File: config.mk
export PLATFORM = sky130hd
export DESIGN_NAME = arp_packet_parser
export DESIGN_NICKNAME = d
export VERILOG_FILES = /design/src/rtl/arp_packet_parser.sv
export SDC_FILE = /design/constraint.sdc
export NUM_CORES = 1
export LEC_CHECK = 0
export BUFFER_PORTS_ARGS = -buffer_cell sky130_fd_sc_hd__clkbuf_2
export CAP_MARGIN = 10
export CORE_MARGIN = 4
export CORE_UTILIZATION = 57
export CTS_BUF_LIST = sky130_fd_sc_hd__clkbuf_4 sky130_fd_sc_hd__clkbuf_8 sky130_fd_sc_hd__clkbuf_16
export CTS_CLUSTER_SIZE = 25
export DETAILED_ROUTE_END_ITERATION = 10
export PLACE_DENSITY = 0.8
export REMOVE_ABC_BUFFERS = 1
export SKIP_LAST_GASP = 1
export SLEW_MARGIN = 20
export SYNTH_ARGS = -nofsm -noshare
export SYNTH_HDL_FRONTEND = slang
export SYNTH_SLANG_ARGS = --single-unit
File: constraint.sdc
create_clock -name clk -period 2.8 [get_ports clk]
set_input_delay 0 -clock clk [delete_from_list [all_inputs] [get_ports clk]]
set_output_delay 0 -clock clk [all_outputs]
set_load 0.01 [all_outputs]
File: src/rtl/arp_packet_parser.sv
// Receive-side ARP parser on GMII RX: preamble/SFD hunt, header capture, FCS and constant checks.
// Optional DA/TPA filtering is enabled by defining ARP_RX_FILTER_EN.
module arp_packet_parser #(
    parameter int MAX_FRAME = 1518
) (
    input  logic        clk,
    input  logic        rst,
    input  logic        gmii_rx_dv,
    input  logic        gmii_rx_er,
    input  logic [7:0]  gmii_rxd,
    input  logic [47:0] local_mac_add,
    input  logic [31:0] local_ip_add,
    output logic        arp_valid,
    output logic [47:0] sender_mac_add,
    output logic [31:0] sender_ip_add,
    output logic [15:0] operator,
    output logic        frame_err
);

    typedef enum logic [2:0] {
        ST_SYNC     = 3'd0,
        ST_IDLE     = 3'd1,
        ST_PREAMBLE = 3'd2,
        ST_DATA     = 3'd3,
        ST_CHECK    = 3'd4,
        ST_DROP     = 3'd5
    } state_t;

    localparam logic [10:0] MAX_LEN   = 11'(MAX_FRAME);
    localparam logic [10:0] MIN_LEN   = 11'd64;
    localparam logic [10:0] HDR_BYTES = 11'd42;
    localparam logic [31:0] CRC_INIT  = 32'hFFFF_FFFF;
    localparam logic [31:0] CRC_RESID = 32'hDEBB_20E3;

    // Reflected CRC-32 (poly 0x04C11DB7), one byte, LSB first.
    function automatic logic [31:0] crc32_byte(input logic [31:0] crc, input logic [7:0] data);
        logic [31:0] c;
        c = crc;
        for (int i = 0; i < 8; i++) begin
            if (c[0] ^ data[i]) begin
                c = (c >> 1) ^ 32'hEDB8_8320;
            end else begin
                c = c >> 1;
            end
        end
        return c;
    endfunction

    state_t      state_r;
    logic [10:0] count_r;
    logic [31:0] crc_r;
    logic        drop_from_data_r;
    logic [7:0]  hdr_r [0:41];

    logic [47:0] da_s;
    logic [15:0] ethertype_s;
    logic [15:0] htype_s;
    logic [15:0] ptype_s;
    logic [7:0]  hlen_s;
    logic [7:0]  plen_s;
    logic [15:0] oper_s;
    logic [47:0] sha_s;
    logic [31:0] spa_s;
    logic [31:0] tpa_s;
    logic        len_ok_s;
    logic        crc_ok_s;
    logic        hdr_ok_s;
    logic        oper_ok_s;
    logic        filter_ok_s;
    logic        frame_good_s;

    // Field extraction and frame acceptance from the captured header bytes.
    always_comb begin
        da_s        = {hdr_r[0], hdr_r[1], hdr_r[2], hdr_r[3], hdr_r[4], hdr_r[5]};
        ethertype_s = {hdr_r[12], hdr_r[13]};
        htype_s     = {hdr_r[14], hdr_r[15]};
        ptype_s     = {hdr_r[16], hdr_r[17]};
        hlen_s      = hdr_r[18];
        plen_s      = hdr_r[19];
        oper_s      = {hdr_r[20], hdr_r[21]};
        sha_s       = {hdr_r[22], hdr_r[23], hdr_r[24], hdr_r[25], hdr_r[26], hdr_r[27]};
        spa_s       = {hdr_r[28], hdr_r[29], hdr_r[30], hdr_r[31]};
        tpa_s       = {hdr_r[38], hdr_r[39], hdr_r[40], hdr_r[41]};
        len_ok_s    = (count_r >= MIN_LEN) && (count_r <= MAX_LEN);
        crc_ok_s    = (crc_r == CRC_RESID);
        hdr_ok_s    = (ethertype_s == 16'h0806) && (htype_s == 16'h0001) &&
                      (ptype_s == 16'h0800) && (hlen_s == 8'd6) && (plen_s == 8'd4);
        oper_ok_s   = (oper_s == 16'h0001) || (oper_s == 16'h0002);
`ifdef ARP_RX_FILTER_EN
        filter_ok_s = ((da_s == 48'hFFFF_FFFF_FFFF) || (da_s == local_mac_add)) &&
                      (tpa_s == local_ip_add);
`else
        filter_ok_s = 1'b1;
`endif
        frame_good_s = len_ok_s && crc_ok_s && hdr_ok_s && oper_ok_s && filter_ok_s;
    end

`ifndef ARP_RX_FILTER_EN
    logic unused_cfg_s;
    assign unused_cfg_s = ^{local_mac_add, local_ip_add, da_s, tpa_s};
`endif

    // Receive FSM; the result is registered on the edge that sees rx_dv fall, so it is
    // visible during CHECK, and CHECK itself ignores any new rx_dv.
    always_ff @(posedge clk) begin
        if (rst) begin
            state_r          <= ST_SYNC;
            count_r          <= 11'd0;
            crc_r            <= CRC_INIT;
            drop_from_data_r <= 1'b0;
            arp_valid        <= 1'b0;
            frame_err        <= 1'b0;
            sender_mac_add   <= 48'h0;
            sender_ip_add    <= 32'h0;
            operator         <= 16'h0;
            for (int i = 0; i < 42; i++) begin
                hdr_r[i] <= 8'h00;
            end
        end else begin
            arp_valid <= 1'b0;
            frame_err <= 1'b0;
            case (state_r)
                ST_SYNC: begin
                    if (!gmii_rx_dv) begin
                        state_r <= ST_IDLE;
                    end else begin
                        state_r <= ST_SYNC;
                    end
                end
                ST_IDLE, ST_PREAMBLE: begin
                    if (gmii_rx_dv && (gmii_rxd == 8'h55)) begin
                        state_r <= ST_PREAMBLE;
                    end else if (gmii_rx_dv && (gmii_rxd == 8'hD5)) begin
                        state_r <= ST_DATA;
                        count_r <= 11'd0;
                        crc_r   <= CRC_INIT;
                    end else if (gmii_rx_dv || (state_r == ST_PREAMBLE)) begin
                        state_r          <= ST_DROP;
                        drop_from_data_r <= 1'b0;
                    end else begin
                        state_r <= ST_IDLE;
                    end
                end
                ST_DATA: begin
                    if (!gmii_rx_dv) begin
                        state_r <= ST_CHECK;
                        if (frame_good_s) begin
                            arp_valid      <= 1'b1;
                            sender_mac_add <= sha_s;
                            sender_ip_add  <= spa_s;
                            operator       <= oper_s;
                        end else begin
                            frame_err <= 1'b1;
                        end
                    end else if (gmii_rx_er || (count_r >= MAX_LEN)) begin
                        state_r          <= ST_DROP;
                        drop_from_data_r <= 1'b1;
                    end else begin
                        crc_r   <= crc32_byte(crc_r, gmii_rxd);
                        count_r <= (count_r == 11'h7FF) ? count_r : count_r + 11'd1;
                        if (count_r < HDR_BYTES) begin
                            hdr_r[count_r[5:0]] <= gmii_rxd;
                        end
                    end
                end
                ST_CHECK: begin
                    state_r <= ST_IDLE;
                end
                ST_DROP: begin
                    if (!gmii_rx_dv) begin
                        frame_err <= drop_from_data_r;
                        state_r   <= ST_IDLE;
                    end else begin
                        state_r <= ST_DROP;
                    end
                end
                default: begin
                    state_r <= ST_SYNC;
                end
            endcase
        end
    end

endmodule
==> impl_metrics.py, run 1 <==
metrics = {
    "outcome": {
        "status": "completed",
    },
    "floorplan": {
        "row_count": 54,
        "start_util_pct": 58.4,
        "die_h_um": 158,
        "num_io_pins": 190,
        "dieArea_mm2": 0.0250,
        "core_area_mm2": 0.0220,
        "die_x_um": 158,
    },
    "logic_synthesis": {
        "yosysMostFrequentCell": "and2_1",
        "async_flop_share_pct": 0,
        "yosys_warnings": 0,
        "synth_edf_count": 160,
        "synth_top_area_cell": "edfxtp_1",
        "synthFlopType": "edfxtp_1",
        "syn_inst": 1078,
        "yosysTopAreaCellShare_pct": 37.5,
        "synth.area.top_cells": "edfxtp_1 (37%), dfxtp_1 (23%), and2_1 (8.0%)",
        "ys_types": 61,
        "yosys-top-cells-count": "and2_1 (163), edfxtp_1 (160), dfxtp_1 (145), nor2_1 (124), mux2i_1 (83)",
        "ys_seq_area_share_pct": 60.1,
        "netlist_area_mm2": 0.0128,
        "synth_seq_cells": 305,
        "synth_area_per_cell_um2": 11.9,
    },
    "grt": {
        "grt_max_degree": 89,
        "antenna_found_initial": 0,
        "first_global_vias": 8205,
        "overflow": 0,
        "grt_usage_pct": 21.9,
        "grt_first_pass_wirelength_mm": 43.5,
    },
    "sta": {
        "clock_skew_ps": 9.49,
        "tightestPinTransition_ps": 936,
        "slew_headroom_pct": 37.6,
        "finalSetupViolCount": 0,
        "hold_viol_final": 0,
        "timing.final.crit_share_pct": 96.8,
        "layout_setup_ws_ps": 89.0,
        "drv_slew": 0,
        "fmax_ghz": 0.369,
        "rsz0062_at_grt": "no",
        "fin_crit_ps": 2710,
    },
    "power": {
        "powerDensity_mw_per_mm2": 623,
        "p_seq_share_pct": 52.2,
        "p_comb_share_pct": 4.7,
        "leakage_nw": 6.28,
        "swShare_pct": 21.0,
        "ir_worst_vdd_mv": 0.444,
        "clockPowerShare_pct": 43.1,
        "internal-power_mw": 7.34,
        "switchingPower_mw": 1.95,
    },
    "setup_path": {
        "regToRegSetupSlack_ps": 90,
        "startpoint_type": "register",
        "crit_path_end_kind": "register",
        "critical_path.max_fanout": 33,
        "reg2reg_depth": 8,
        "crit_type": "register to register",
        "r2r-end": "sender_ip_add[26]",
        "crit_arrival_ps": 3100,
        "cp-startpoint": "crc_r[1]",
        "r2r_start": "crc_r[1]",
        "worstPathRequired_ps": 3190,
    },
    "finish": {
        "diodes": 0,
        "nNetsFinal": 1302,
        "syn_to_final_growth_pct": 16.3,
        "seqCellArea_mm2": 0.00771,
        "layout-drive-gt1-share_pct": 21.9,
        "fin_area_mm2": 0.0149,
        "num-fill-cells": 1550,
        "multiInputGateArea_mm2": 0.00477,
    },
    "cts": {
        "cts_max_path_buffers": 3,
        "numCtsBuffers": 30,
        "cts.sinks": 305,
        "htreeDepth": 1,
        "cts_tree": "done",
        "root_buffer": "clkbuf_16",
        "path_clk_slew_ps": 60,
        "clkLatencyLatePin_ps": 550,
    },
    "placed_design": {
        "gp_congestion": 0.859,
        "place_ws_ps": 153,
        "place_area_mm2": 0.0138,
        "io_buffers": 109,
        "detailed_place_hpwl_mm": 17.6,
    },
    "routing": {
        "num_vias": 8406,
        "drtIter0Drc": 612,
        "route.detailed.drc": 0,
        "wl_met1_mm": 11.6,
        "viasPerCell": 5.56,
        "dr_wl_met3_mm": 1.79,
        "routed_wl_mm": 27.6,
        "met2_length_mm": 13.6,
        "drt-pass1-iter-count": 5,
        "wire_per_inst_um": 18.3,
        "ant_nets": 0,
        "highest_layer": "met4",
    },
    "worst_hold_path": {
        "min_path_type": "primary input to register",
        "min_from": "gmii_rxd[5]",
        "min_path_cells": 3,
        "hold_end": "hdr_r[21][5]",
    },
    "run": {
        "cap_violations": 0,
    },
}
## area by class of cell
type / count / share of cell area [%]
repair buffers: 161 / 6.72
well taps: 280 / 2.35
flip-flops and latches: 305 / 51.7
clock buffers: 48 / 6.23
multi-input cells: 691 / 32.0
inverters: 19 / 0.479
clock inverters: 8 / 0.520
## through the flow
stage	utilization, %	power (mW)	hold WS, ps	std cells	TNS (ps)
final	67.9	9.29	135	1512	0
after floorplan	-	5.19	69.1	1015	-275800
after global placement	63.0	5.37	355	1451	0
after global routing	67.9	9.57	137	1512	0
after CTS	67.8	9.34	124	1512	0
after detailed placement	63.0	5.38	358	1451	0
## how the worst max path moves through the flow
stage | end | slack, ps | cells past startpoint
final | sender_ip_add[26] | 90 | 8
after CTS | sender_ip_add[26] | 70 | 8
after global placement | hdr_r[16][6] | 250 | 6
after global routing | sender_mac_add[31] | 20 | 9
after floorplan | operator[10] | -3640 | 6
after detailed placement | sender_ip_add[26] | 150 | 8
## state kept, by name, indices dropped and copies added, names as in the netlist
signal / count
arp_valid: 1
count_r: 11
crc_r: 32
drop_from_data_r: 1
frame_err: 1
hdr_r: 160
operator: 16
sender_ip_add: 32
sender_mac_add: 48
state_r: 3
## power groups by stage
stage	clock [mW]	sequential (mW)	combinational [mW]
final	4.00	4.85	0.439
after global routing	4.24	4.86	0.473
after CTS	4.05	4.85	0.439
after detailed placement	0	4.95	0.430
after global placement	0	4.94	0.426
after floorplan	0	4.93	0.258
## worst max-delay path, cell delays in order, from the launching register on
cell	delay, ps
dfxtp_1	400
nor4bb_1	470
nand4_1	230
nor4_2	390
nand4_1	220
buf_12	240
buf_12	230
mux2i_1	230
nor2_1	90
## layer usage
layer  vias to the layer above  global-route usage (%)
met5                         -                       0
met4                         0                    5.73
li1                       4023                       -
met1                      4068                    29.3
met3                        45                    3.55
met2                       270                    37.6
## cell families after synthesis
family | Yosys count | synth area share, %
AND/OR/NAND/NOR | 448 | 19.7
multiplexers | 83 | 6.48
buffers and inverters | 82 | 2.78
flip-flops | 305 | 60.1
XOR/XNOR | 71 | 5.89
AO/OA/AOI/OAI | 87 | 4.79
adder cells (fa/ha/maj) | 2 | 0.195
## cell usage in the layout (no fill, tap or decap), types with 4 or more instances in the layout
| cell | netlist | layout |
|---|---|---|
| a211o_1 | 13 | 13 |
| a21oi_1 | 27 | 27 |
| and2_1 | 163 | 163 |
| buf_12 | 0 | 4 |
| buf_4 | 4 | 44 |
| clkbuf_16 | 0 | 31 |
| clkbuf_2 | 0 | 108 |
| clkbuf_4 | 0 | 13 |
| clkbuf_8 | 0 | 4 |
| clkinv_2 | 0 | 4 |
| dfxtp_1 | 145 | 145 |
| dlygate4sd3_1 | 0 | 5 |
| edfxtp_1 | 160 | 160 |
| inv_1 | 19 | 19 |
| mux2i_1 | 83 | 83 |
| nand2_1 | 13 | 13 |
| nand2b_1 | 9 | 9 |
| nand3_1 | 12 | 12 |
| nand4_1 | 9 | 9 |
| nor2_1 | 124 | 124 |
| nor2_2 | 15 | 15 |
| nor3_1 | 22 | 22 |
| nor4_1 | 16 | 15 |
| nor4b_1 | 8 | 7 |
| nor4bb_1 | 8 | 8 |
| o21ai_0 | 9 | 9 |
| o21bai_1 | 11 | 11 |
| o22ai_1 | 8 | 8 |
| or2_2 | 21 | 21 |
| or4_1 | 4 | 4 |
| xnor2_1 | 37 | 37 |
| xnor2_2 | 8 | 8 |
| xor2_1 | 21 | 21 |
## what timing repair did
action                     CTS  global route
buffers inserted             0             0
resized for setup            1             1
setup endpoints to repair    1             8
hold endpoints to repair    15             0
hold buffers                 5             0
(Power assumes the default switching activity.)
==> run 2, diff against run 1 <==
- RECOVER_POWER: unset -> 50
==> impl_metrics.py, run 2 (synthesis gave the netlist of run 1 again) <==
metrics = {
    "outcome": {
        "status": "completed",
    },
    "grt": {
        "grt_max_degree": 89,
        "grt_first_pass_wirelength_mm": 43.5,
        "overflow": 0,
        "first_global_vias": 8205,
        "antenna_found_initial": 0,
        "grt_usage_pct": 21.9,
    },
    "placed_design": {
        "dp.cells": 1451,
        "gp_congestion": 0.859,
        "io_buffers": 109,
        "detailed_place_hpwl_mm": 17.6,
        "place_area_mm2": 0.0138,
        "place_ws_ps": 153,
    },
    "sta": {
        "slew_headroom_pct": 37.2,
        "holdWs_ps": 134,
        "fmax_ghz": 0.374,
        "drv_slew": 0,
        "finalSetupViolCount": 0,
        "rsz0062_at_grt": "no",
        "fin_crit_ps": 2670,
        "layout_setup_ws_ps": 130,
        "timing.final.crit_share_pct": 95.4,
        "clock_skew_ps": 7.23,
        "tightestPinTransition_ps": 942,
        "hold_viol_final": 0,
    },
    "finish": {
        "largest_register_ffs": 160,
        "nNetsFinal": 1302,
        "largest_register": "hdr_r",
        "diodes": 0,
        "layout-drive-gt1-share_pct": 11.0,
        "final_cell_mix": "edfxtp_1 (160), dfxtp_1 (145), nor2_1 (136)",
        "num-fill-cells": 1644,
        "final_common_cell": "edfxtp_1",
        "syn_to_final_growth_pct": 14.2,
        "top_regs": "hdr_r x160, sender_mac_add x48",
        "fin_area_mm2": 0.0146,
        "stdcell_count": 1512,
    },
    "routing": {
        "ant_nets": 0,
        "drt-pass1-iter-count": 5,
        "wire_per_inst_um": 18.3,
        "route.detailed.drc": 0,
        "num_vias": 8429,
        "viasPerCell": 5.57,
        "routed_wl_mm": 27.7,
        "drtIter0Drc": 652,
    },
    "cts": {
        "htreeDepth": 1,
        "cts.sinks": 305,
        "cts_tree": "done",
        "clkLatencyLatePin_ps": 550,
        "root_buffer": "clkbuf_16",
        "cts_max_path_buffers": 3,
        "numCtsBuffers": 30,
        "path_clk_slew_ps": 60,
    },
    "setup_path": {
        "path_cells": "nor4bb_1 > nand4_1 > nor4_2 > nand4_1 > buf_12 > buf_12 > mux2i_1 > nor2_1",
        "crit_type": "register to register",
        "reg2reg_depth": 8,
        "regToRegSetupSlack_ps": 130,
        "crit_path_end_kind": "register",
        "cpMaxStageDelayCell": "nor4bb_1",
        "startpoint_type": "register",
        "worstPathRequired_ps": 3190,
        "r2r_start": "crc_r[1]",
        "critical_path.max_fanout": 33,
        "r2r-end": "sender_ip_add[26]",
        "crit_arrival_ps": 3060,
        "max_stage_delay_ps": 460,
    },
    "worst_hold_path": {
        "hold_end": "hdr_r[26][2]",
        "min_from": "gmii_rxd[2]",
        "min_path_type": "primary input to register",
        "min_path_cells": 2,
    },
    "floorplan": {
        "core_area_mm2": 0.0220,
        "die_x_um": 158,
        "num_io_pins": 190,
        "row_count": 54,
        "die_h_um": 158,
        "start_util_pct": 58.4,
        "dieArea_mm2": 0.0250,
    },
    "power": {
        "ir_worst_vdd_mv": 0.446,
        "powerDensity_mw_per_mm2": 634,
        "leakage_nw": 5.77,
        "total_power_mw": 9.28,
    },
    "run": {
        "cap_violations": 0,
    },
}
==> run 2: cell count changes in the layout (fill, tap and decap cells not counted), sizes merged <==
cell / delta
buf: -20
clkbuf: +20
==> run 2: layer usage <==
layer | GRT usage [%] | part of all wire (%)
met1 | 29.3 | 42
met2 | 37.6 | 49
met3 | 3.55 | 7.1
met4 | 5.73 | 2.0
met5 | 0 | 0
==> run 2: layout make-up <==
type                       instances  area [µm²]  area share, %
inverter                          19        71.3          0.487
timing repair buffer             161         795           5.43
sequential                       305        7710           52.6
tap                              280         350           2.39
clock buffer                      48         928           6.34
clock inverter                     8        77.6          0.530
multi-input combinational        691        4710           32.2
==> run 2: repair_timing <==
action                                 CTS  global route
gates cloned                             0             0
hold buffers                             5             0
setup buffers                            0             0
endpoints found under the hold margin   15             0
setup endpoints to repair                1             8
gates resized for setup                  1             1
==> run 2: how the worst max path moves through the flow <==
stage | endpoint | startpoint | slack (ps)
floorplan | operator[10] | state_r[1] | -3640
global placement | hdr_r[16][6] | count_r[6] | 250
detailed placement | sender_ip_add[26] | hdr_r[21][5] | 150
CTS | sender_ip_add[26] | hdr_r[21][5] | 70
global route | hdr_r[20][2] | count_r[7] | 9
finish | sender_ip_add[26] | crc_r[1] | 130
==> run 2: report_power, final <==
group	switching, mW	internal (mW)	leakage [nW]
Sequential	0.0393	4.81	2.69
Clock	1.63	2.37	0.509
Combinational	0.276	0.163	2.57
Total	1.94	7.34	5.77
==> run 2: metrics by stage <==
| stage | util (%) | TNS (ps) |
|---|---|---|
| 6_report | 66.7 | 0 |
| 3_5_place_dp | 63.0 | 0 |
| 2_1_floorplan | - | -275800 |
| 4_1_cts | 67.8 | 0 |
| 3_3_place_gp | 63.0 | 0 |
| 5_1_grt | 66.7 | 0 |
==> run 2: critical path, delay by kind of cell (launching register included) <==
family	cells	cell delay [ps]
buffers and inverters	2	460
DFF	1	390
muxes	1	230
and+or+nand+nor	5	1380
